===== config.mk =====
export PLATFORM = sky130hd
export DESIGN_NAME = ucode_sequencer
export DESIGN_NICKNAME = d
export VERILOG_FILES = /design/src/rtl/ucode_sequencer.sv
export SDC_FILE = /design/constraint.sdc
export NUM_CORES = 1
export LEC_CHECK = 0
export ABC_AREA = 0
export BUFFER_PORTS_ARGS = -buffer_cell sky130_fd_sc_hd__buf_2
export CAP_MARGIN = 40
export CORE_MARGIN = 2
export CORE_UTILIZATION = 45
export DETAILED_ROUTE_END_ITERATION = 12
export PLACE_DENSITY = 0.91
export SLEW_MARGIN = 5
export SYNTH_ARGS = -nofsm -noshare
export SYNTH_HDL_FRONTEND = slang
export SYNTH_SLANG_ARGS = --single-unit

===== constraint.sdc =====
create_clock -name clk -period 3.95 [get_ports clk]
set_clock_uncertainty 0.2 [all_clocks]
set_input_delay 0.5925 -clock clk [delete_from_list [all_inputs] [get_ports clk]]
set_output_delay 0.5925 -clock clk [all_outputs]
set_load 0.05 [all_outputs]

===== src/rtl/ucode_sequencer.sv =====
// Microcode sequencer: IDLE/ADDR/EXEC, one micro-step per two clocks, registered control word.
// Each executed word is visible one clock after its EXEC state. run/step requests are dropped while busy.
module ucode_sequencer #(
  parameter logic [31:0] DEFAULT_CW   = 32'h0000_0000,
  parameter int          STEP_RST_BIT = 31
) (
  input  logic        clk,
  input  logic        rst,
  input  logic [31:0] host_cw,
  input  logic        host_cw_valid,
  input  logic        run_req,
  input  logic        step_req,
  input  logic        stop_req,
  input  logic [7:0]  opcode,
  input  logic [3:0]  flags,
  input  logic        brk,
  input  logic        hlt_n,
  output logic [15:0] rom_addr,
  input  logic [31:0] rom_data,
  output logic [31:0] control_word,
  output logic        cw_strobe,
  output logic        busy,
  output logic        done,
  output logic [2:0]  stat,
  output logic [3:0]  step
);

  typedef enum logic [1:0] {
    IDLE = 2'd0,
    ADDR = 2'd1,
    EXEC = 2'd2
  } state_t;

  localparam logic [2:0] STAT_NONE = 3'd0;
  localparam logic [2:0] STAT_BRK  = 3'd1;
  localparam logic [2:0] STAT_HLT  = 3'd2;
  localparam logic [2:0] STAT_STOP = 3'd3;
  localparam logic [2:0] STAT_OVF  = 3'd4;

  state_t      state_q, state_d;
  logic [3:0]  step_q, step_d;
  logic [31:0] cw_q, cw_d;
  logic        strobe_q, strobe_d;
  logic        ret_q, ret_d;
  logic        done_q, done_d;
  logic [2:0]  stat_q, stat_d;
  logic        stop_q, stop_d;
  logic        single_q, single_d;

  logic        boundary;
  logic        overflow;
  logic        stop_pend;

  always_ff @(posedge clk or posedge rst) begin
    if (rst) begin
      state_q  <= IDLE;
      step_q   <= 4'd0;
      cw_q     <= DEFAULT_CW;
      strobe_q <= 1'b0;
      ret_q    <= 1'b0;
      done_q   <= 1'b0;
      stat_q   <= STAT_NONE;
      stop_q   <= 1'b0;
      single_q <= 1'b0;
    end else begin
      state_q  <= state_d;
      step_q   <= step_d;
      cw_q     <= cw_d;
      strobe_q <= strobe_d;
      ret_q    <= ret_d;
      done_q   <= done_d;
      stat_q   <= stat_d;
      stop_q   <= stop_d;
      single_q <= single_d;
    end
  end

  always_comb begin
    state_d   = state_q;
    step_d    = step_q;
    cw_d      = cw_q;
    strobe_d  = 1'b0;
    ret_d     = 1'b0;
    done_d    = ret_q;
    stat_d    = stat_q;
    stop_d    = stop_q;
    single_d  = single_q;
    boundary  = rom_data[STEP_RST_BIT];
    overflow  = !boundary && (step_q == 4'd15);
    stop_pend = stop_q || stop_req;

    case (state_q)
      IDLE: begin
        cw_d   = host_cw_valid ? host_cw : DEFAULT_CW;
        stop_d = 1'b0;
        // step_req has priority over a simultaneous run_req
        if (step_req) begin
          state_d  = ADDR;
          single_d = 1'b1;
          stat_d   = STAT_NONE;
        end else if (run_req) begin
          state_d  = ADDR;
          single_d = 1'b0;
          stat_d   = STAT_NONE;
        end
      end

      ADDR: begin
        cw_d    = DEFAULT_CW;
        state_d = EXEC;
        if (stop_req) begin
          stop_d = 1'b1;
        end
      end

      EXEC: begin
        cw_d     = rom_data;
        strobe_d = 1'b1;
        stop_d   = 1'b0;
        step_d   = boundary ? 4'd0 : step_q + 4'd1;
        // stop causes leave step where it landed so a later run resumes mid-instruction
        if (brk) begin
          state_d = IDLE;
          stat_d  = STAT_BRK;
        end else if (!hlt_n) begin
          state_d = IDLE;
          stat_d  = STAT_HLT;
        end else if (stop_pend) begin
          state_d = IDLE;
          stat_d  = STAT_STOP;
        end else if (overflow) begin
          state_d = IDLE;
          stat_d  = STAT_OVF;
        end else if (single_q && boundary) begin
          state_d = IDLE;
          stat_d  = STAT_NONE;
        end else begin
          state_d = ADDR;
        end
        ret_d = (state_d == IDLE);
      end

      default: begin
        state_d = IDLE;
      end
    endcase
  end

  assign rom_addr     = (state_q == ADDR) ? {opcode, flags, step_q} : 16'h0000;
  assign control_word = cw_q;
  assign cw_strobe    = strobe_q;
  assign busy         = (state_q != IDLE);
  assign done         = done_q;
  assign stat         = stat_q;
  assign step         = step_q;

endmodule


==> results.tsv, run 1 <==
metric	value	unit
tns	0	ps
synth_xor_area_share	0	%
synth-simple-area-share	15.9	%
slew_headroom	60.7	%
total_leakage_power	1.62	nW
ir_drop	0.443	mV
synth_cell_type_count	30	
ys_ff_latch	46	
ys_dominant_reg_cell	dfrtp_1	
cp.arrival	1690	ps
first_global_vias	1908	
status	completed	
wirelength	5500	um
post_drt_wl_per_cell	12.6	um
post-route-min-period	2480	ps
drc_errors	0	
power.density	910	nW/um2
fin_nets	456	
synth-async-reset-ratio	100	%
die_x	74.4	um
cp.depth	4	
drv_cap	0	
cp-start-kind	flop	
ys_top_cells_by_area	dfrtp_1 (52%), a22oi_1 (11%), o21ai_0 (7.6%), nand2_1 (6.4%), and2_1 (4.8%)	
critPathBufInv	2	
synth-seq-area-share	51.6	%
setup.worst_path.class	flop to output pin	
ios	142	
core	4750	um2
htree_levels	2	
crit_path_end_kind	output pin	
grt_overflow	0	
antenna_found_initial	0	
layout_common_cells	buf_2 (141), dfrtp_1 (46), nand2_1 (38), o21ai_0 (34), a22oi_1 (32)	
power_switching	1.58	mW
num_vias	2198	
fillers	388	
drtAntennaViolNets	0	
cts_sinks	46	
min_period_over_period	62.8	%
synth_edf_count	0	
yosys.area.top_type	dfrtp_1	
first_iter_violations	114	
combPwrFrac	61.2	%
synth_warnings	0	
r2r_cells	6	
avgSynthCellArea	9.57	um2
cts_tree	built	
drive_gt1_share	43.2	%
initial_utilization	46.9	%
synth_top_family_by_area	compound AO/OA/AOI/OAI gates	
cts-root-buf	clkbuf_8	
synthAdderAreaFrac	2.80	%
synth_mux_area_share	0.953	%
crit_required	3160	ps
die_area	5540	um2
synth_top_area_share	51.6	%
synth_nets	322	
post_cts_buffers	0	
p_sw_share	55.8	%
syn_inst	233	
pwr-share-seq	28.6	%
setup_viol	0	
cts.path.max_buffers	2	
drv_slew	0	
rows	25	
ctsHoldBuffers	0	
synth_compound_area_share	23.8	%
grt_max_degree	46	
viasPerCell	5.05	
rsz0062_at_grt	no	
worst_pin_slew	590	ps
slowest_delay	440	ps
clk_latency	280	ps
clockPowerShare	10.1	%
final_hold_viol_count	0	
diodes	0	
final_common_cell	buf_2	
cts_resized	0	
grt_pass1_wl	8410	um
cts_made_buffers	5	
p_int	1.25	mW
clock.fmax	403	MHz
crit_slowest_cell	ha_1	
syn_to_final_growth	39.7	%
cp_top_family	adder cells	
grt_util_all_layers	19.3	%
drtPass1Iterations	4	
finalPower	2.84	mW
min_path_type	input port to asynchronous set/reset pin	
crit_fanout	19	
synth_area	2230	um2
die_h	74.4	um
io_buffers	141	
globalplace.congestion	0.868	
worstPathCellList	inv_1 > ha_1 > and2_1 > buf_2	
cts.clk_slew.worst_paths	80	ps
dp_hpwl	4220	um
-- cell families (layout without fill, tap and decap cells) --
family	Yosys count	in the layout
mux	2	2
flops	46	46
fa+ha+maj	5	5
compound gates	83	83
simple gates	71	71
buf+inv	26	161
-- power groups by stage --
stage          Combinational (mW)  Sequential (mW)  Clock (mW)
2_1_floorplan               0.654             1.48           0
3_3_place_gp                 1.68            0.814           0
3_5_place_dp                 1.75            0.816           0
4_1_cts                      1.75            0.813       0.300
5_1_grt                      1.85            0.843       0.318
6_report                     1.74            0.812       0.288
-- stage by stage --
step	hold WS [ps]	utilization, %	cells	area, um2	setup slack [ps]
after floorplan	131	-	233	2230	1780
after global placement	134	62.0	423	2950	1420
after detailed placement	138	63.6	427	3020	1610
after CTS	150	65.5	435	3120	1460
after global routing	159	65.5	435	3120	1310
final	138	65.5	435	3120	1470
-- state kept, by name, indices dropped and copies added (netlist names) --
name / flops
step: 4
control_word: 32
cw_strobe: 1
done: 1
stat: 3
state_q: 2
stop_q: 1
done_d: 1
single_q: 1
-- synthesized netlist by cell type, types with 3 or more instances --
library cell	count
nor2_1	3
o211ai_1	3
a22oi_1	32
ha_1	5
and2_1	17
dfrtp_1	46
nor2b_1	3
clkbuf_1	9
o21ai_0	34
nand2_1	38
nand3b_1	3
inv_1	8
buf_2	8
o21ai_1	5
-- metal layers --
metal	track usage [%]	wire length [um]	up-vias
met5	0	0	-
met4	5.36	31	0
met3	4.07	366	4
met2	30.9	2770	87
met1	26.6	2330	1021
li1	-	-	1086
-- cell type report --
type | count | area (um2) | area share (%)
Timing Repair Buffer | 145 | 783 | 25.1
Inverter | 8 | 30.0 | 0.964
Clock buffer | 7 | 86.3 | 2.77
Multi-Input combinational cell | 161 | 976 | 31.3
Sequential cell | 46 | 1150 | 36.9
Tap cell | 67 | 83.8 | 2.69
Clock inverter | 1 | 5.00 | 0.161
-- path summary, 6_finish.rpt --
check | endpoint | slack (ps) | start
worst max-delay path | rom_addr[5] | 1470 | state_q[1]
worst min-delay path | control_word[20] | 140 | rst
worst max register to register | control_word[3] | 1650 | state_q[0]
worst min register to register | done | 150 | done_d
max in group asynchronous | control_word[29] | 2920 | rst
min in group clk | done | 150 | done_d
Power figures use the tool's default switching activity.
==> inputs of run 2 (changes only) <==
- CORE_UTILIZATION: 45 -> 38
- PLACE_DENSITY: 0.91 -> 0.83
- clock period: 3.95 -> 2.1 ns (I/O delays scaled with it)
==> results.tsv, run 2 (synthesized netlist as in run 1, its figures left out) <==
metric	value	unit	change
status	completed		
final_hold_viol_count	0		unchanged
layout_common_cells	buf_2 (131), dfrtp_1 (46), nand2_1 (38), o21ai_0 (34), a22oi_1 (32)		
cts.clk_slew.worst_paths	90	ps	about the same
fin_nets	460		+0.88%
first_iter_violations	102		-11%
viasPerCell	4.96		-1.8%
cts_tree	built		
cts-root-buf	clkbuf_8		
post_drt_wl_per_cell	13.3	um	+4.9%
min_period_over_period	96.7	%	
final_common_cell	buf_2		
htree_levels	2		unchanged
grt_overflow	0		unchanged
largest_reg_flops	32		unchanged
initial_utilization	40.0	%	-6.9 points
clock.fmax	493	MHz	
regArea	1150	um2	unchanged
setup_viol	0		unchanged
drv_cap	0		unchanged
power.density	1710	nW/um2	+88%
diodes	0		unchanged
worst_pin_slew	567	ps	-22.7 ps
crit_fanout	7		-12
cp.arrival	1520	ps	-170 ps
antenna_found_initial	0		unchanged
min_path_type	input port to flop		
die_area	6500	um2	+17%
cts_sinks	46		unchanged
total_leakage_power	1.63	nW	+0.32%
fillers	513		+32%
cp-start-kind	flop		
syn_to_final_growth	41.9	%	
multi_input_area	993	um2	+1.8%
num_vias	2203		+0.23%
drtAntennaViolNets	0		unchanged
die_h	80.6	um	+8.3%
core	5570	um2	+17%
die_x	80.6	um	+8.3%
ir_drop	0.815	mV	+84%
power_switching	3.02	mW	+91%
p_sw_share	55.7	%	-0.083 points
drc_errors	0		unchanged
ios	142		unchanged
pwr-share-seq	28.3	%	-0.3 points
rsz0062_at_grt	no		
crit_path_end_kind	output pin		
globalplace.congestion	0.792		-8.8%
first_global_vias	2118		+11%
whs	76.1	ps	-61.8 ps
io_buffers	141		unchanged
dp_hpwl	4400	um	+4.2%
cts.path.max_buffers	2		unchanged
crit_required	1580	ps	-1580 ps
post-route-min-period	2030	ps	
drtPass1Iterations	4		unchanged
p_int	2.40	mW	+92%
cts_made_buffers	5		unchanged
drv_slew	0		unchanged
wirelength	5880	um	+7.1%
grt_pass1_wl	9250	um	+10%
combPwrFrac	61.5	%	+0.3 points
slew_headroom	62.2	%	+1.5 points
clockPowerShare	10.2	%	about the same
drive_gt1_share	44.4	%	+1.1 points
grt_util_all_layers	18.4	%	-0.84 points
grt_max_degree	47		+2.2%
setup.worst_path.class	flop to output pin		
clk_latency	290	ps	about the same
tns	0	ps	unchanged
rows	27		+8.0%
run 2: metrics by stage:
stage	power (mW)	instances	cell area (um2)	util, %	setup WS [ps]
4_1_cts	5.44	444	3140	56.3	67.6
3_3_place_gp	4.76	435	3020	54.1	288
5_1_grt	5.76	444	3170	56.8	2.15
2_1_floorplan	4.01	233	2230	-	204
6_report	5.42	444	3170	56.8	69.7
3_5_place_dp	4.85	435	3020	54.1	169
run 2: routing by layer:
layer	up-vias	global-route usage, %	part of all wire [%]
li1	1095	-	-
met1	1011	21.6	43
met2	93	32.5	50
met3	4	4.61	7.0
met4	0	6.44	0.78
met5	-	0	0
run 2: worst max-delay path, stage by stage (launching register included):
cell and delay, ps:
dfrtp_1 450, inv_1 90, ha_1 290, inv_1 120, buf_2 270
run 2: final cells by class:
| class | instances | share of cell area (%) |
|---|---|---|
| clock buffers | 6 | 2.61 |
| well taps | 72 | 2.85 |
| clock inverters | 2 | 0.395 |
| multi-input cells | 161 | 31.4 |
| inverters | 8 | 0.949 |
| flip-flops and latches | 46 | 36.4 |
| repair buffers | 149 | 25.5 |
run 2: repair_timing:
item,in CTS,in global routing
hold buffers,1,0
hold endpoints to repair,46,0
resized for setup,2,11
setup endpoints to repair,16,11
buffers inserted,0,0
run 2: worst paths after layout:
| check | startpoint | endpoint | slack, ps | cells past startpoint |
|---|---|---|---|---|
| max in group asynchronous | rst | control_word[19] | 800 | 4 |
| max reg2reg | state_q[1] | stat[0] | 170 | 5 |
| min reg2reg | done_d | done | 160 | 0 |
| max | state_q[0] | busy | 70 | 4 |
| min in group asynchronous | rst | stat[0] | 500 | 4 |
| min | brk | done_d | 80 | 2 |
run 2: power by group through the flow:
stage	Clock [mW]	Combinational [mW]	Sequential, mW
after floorplan	0	1.23	2.78
after global placement	0	3.23	1.53
after detailed placement	0	3.30	1.55
after CTS	0.579	3.32	1.54
after global routing	0.617	3.56	1.59
final	0.554	3.33	1.54
==> inputs of run 3 (changes only) <==
- CORE_MARGIN: 2 -> default
- RECOVER_POWER: default -> 50
==> results.tsv, run 3 (synthesized netlist as in run 1, its figures left out) <==
metric	value	unit	change
status	completed		
cts.clk_slew.worst_paths	90	ps	about the same
first_global_vias	1998		-5.7%
viasPerCell	4.90		-1.2%
cp-start-kind	flop		
cts.path.max_buffers	2		unchanged
grt_max_degree	37		-21%
worst_pin_slew	788	ps	+220 ps
tns	0	ps	unchanged
die_x	78.6	um	-2.5%
die_h	78.6	um	-2.5%
grt_overflow	0		unchanged
cts_sinks	46		unchanged
globalplace.congestion	0.787		-0.63%
die_area	6180	um2	-4.9%
fin_area	3110	um2	-1.9%
clockPowerShare	10.5	%	+0.3 points
clk_latency	300	ps	about the same
antenna_found_initial	0		unchanged
power.density	1720	nW/um2	+0.32%
cts_tree	built		
total_leakage_power	1.53	nW	-6.1%
wirelength	5800	um	-1.4%
htree_levels	2		unchanged
drive_gt1_share	36.7	%	-7.6 points
ios	142		unchanged
post_dp_cell_area	3030	um2	+0.25%
num_vias	2182		-0.95%
pwr-share-seq	28.9	%	+0.6 points
crit_path_end_kind	output pin		
cts-root-buf	clkbuf_8		
cp.arrival	1480	ps	-40 ps
reg2reg_slack	170	ps	about the same
grt_util_all_layers	19.3	%	+0.93 points
combPwrFrac	60.7	%	-0.8 points
p_int	2.31	mW	-4.0%
initial_utilization	40.0	%	unchanged
crit_required	1580	ps	about the same
min_period_over_period	95.2	%	-1.5 points
dp_hpwl	4390	um	-0.34%
layout_common_cells	buf_2 (110), dfrtp_1 (46), nand2_1 (38), o21ai_0 (34), a22oi_1 (32)		
ir_drop	0.870	mV	+6.8%
syn_to_final_growth	39.3	%	
cts_made_buffers	5		unchanged
min_path_type	input port to flop		
drv_slew	0		unchanged
first_iter_violations	64		-37%
power_switching	3.03	mW	+0.42%
grt_pass1_wl	9200	um	-0.59%
final_hold_viol_count	0		unchanged
setup.worst_path.class	flop to output pin		
drv_cap	0		unchanged
post-route-min-period	2000	ps	-30.9 ps
rows	27		unchanged
post_drt_wl_per_cell	13.0	um	-1.6%
p_sw_share	56.8	%	+1.1 points
drtPass1Iterations	4		unchanged
drc_errors	0		unchanged
io_buffers	141		unchanged
clock.fmax	500	MHz	+1.5%
diodes	0		unchanged
whs	72.8	ps	-3.27 ps
largest_reg_flops	32		unchanged
rsz0062_at_grt	no		
final_common_cell	buf_2		
slew_headroom	47.4	%	-15 points
fin_nets	461		+0.22%
crit_fanout	7		unchanged
drtAntennaViolNets	0		unchanged
setup_viol	0		unchanged
core	5570	um2	unchanged
fin_util	55.7	%	-1.1 points
==> run 3: layer usage <==
| layer | routed length, um | track usage, % | vias up |
|---|---|---|---|
| met3 | 374 | 4.65 | 8 |
| met4 | 74 | 6.48 | 0 |
| met1 | 2530 | 24.4 | 984 |
| li1 | - | - | 1096 |
| met2 | 2820 | 32.3 | 94 |
| met5 | 0 | 0 | - |
==> run 3: repair_timing <==
action / 4_1_cts / 5_1_grt
hold buffers: 1 / 0
hold endpoints to repair: 21 / 0
buffers inserted: 0 / 0
setup endpoints to repair: 16 / 4
resized for setup: 2 / 4
==> run 3: path summary, 6_finish.rpt <==
check / cells after the start / endpoint / start
min reg2reg: 0 / done / done_d
max in group asynchronous: 4 / step[2] / rst
min in group asynchronous: 3 / control_word[24] / rst
max reg2reg: 5 / stat[2] / state_q[1]
min: 2 / done_d / brk
max: 4 / busy / state_q[0]
==> run 3: power groups by stage <==
stage / sequential, mW / combinational (mW) / clock [mW]
detailed placement: 1.54 / 3.31 / 0
CTS: 1.53 / 3.32 / 0.580
floorplan: 2.78 / 1.23 / 0
finish: 1.54 / 3.24 / 0.559
global route: 1.60 / 3.45 / 0.623
global placement: 1.53 / 3.24 / 0
==> run 3: cell type report <==
type	count	area [um2]
Clock buffer	6	82.6
Clock inverter	2	12.5
Fill cell	523	2470
Inverter	8	30.0
Multi-Input combinational cell	161	988
Sequential cell	46	1150
Tap cell	72	90.1
Timing Repair Buffer	150	752
==> run 3: worst max-delay path, cell delays in order, from the launching register on <==
cell and delay [ps]:
dfrtp_1 450, inv_1 90, ha_1 280, inv_1 120, clkbuf_4 230
==> run 3: stage by stage <==
stage	cells	power, mW	setup slack [ps]
global placement	436	4.76	291
global route	445	5.68	10.0
finish	445	5.34	101
floorplan	233	4.01	204
CTS	445	5.44	60.7
detailed placement	436	4.84	188
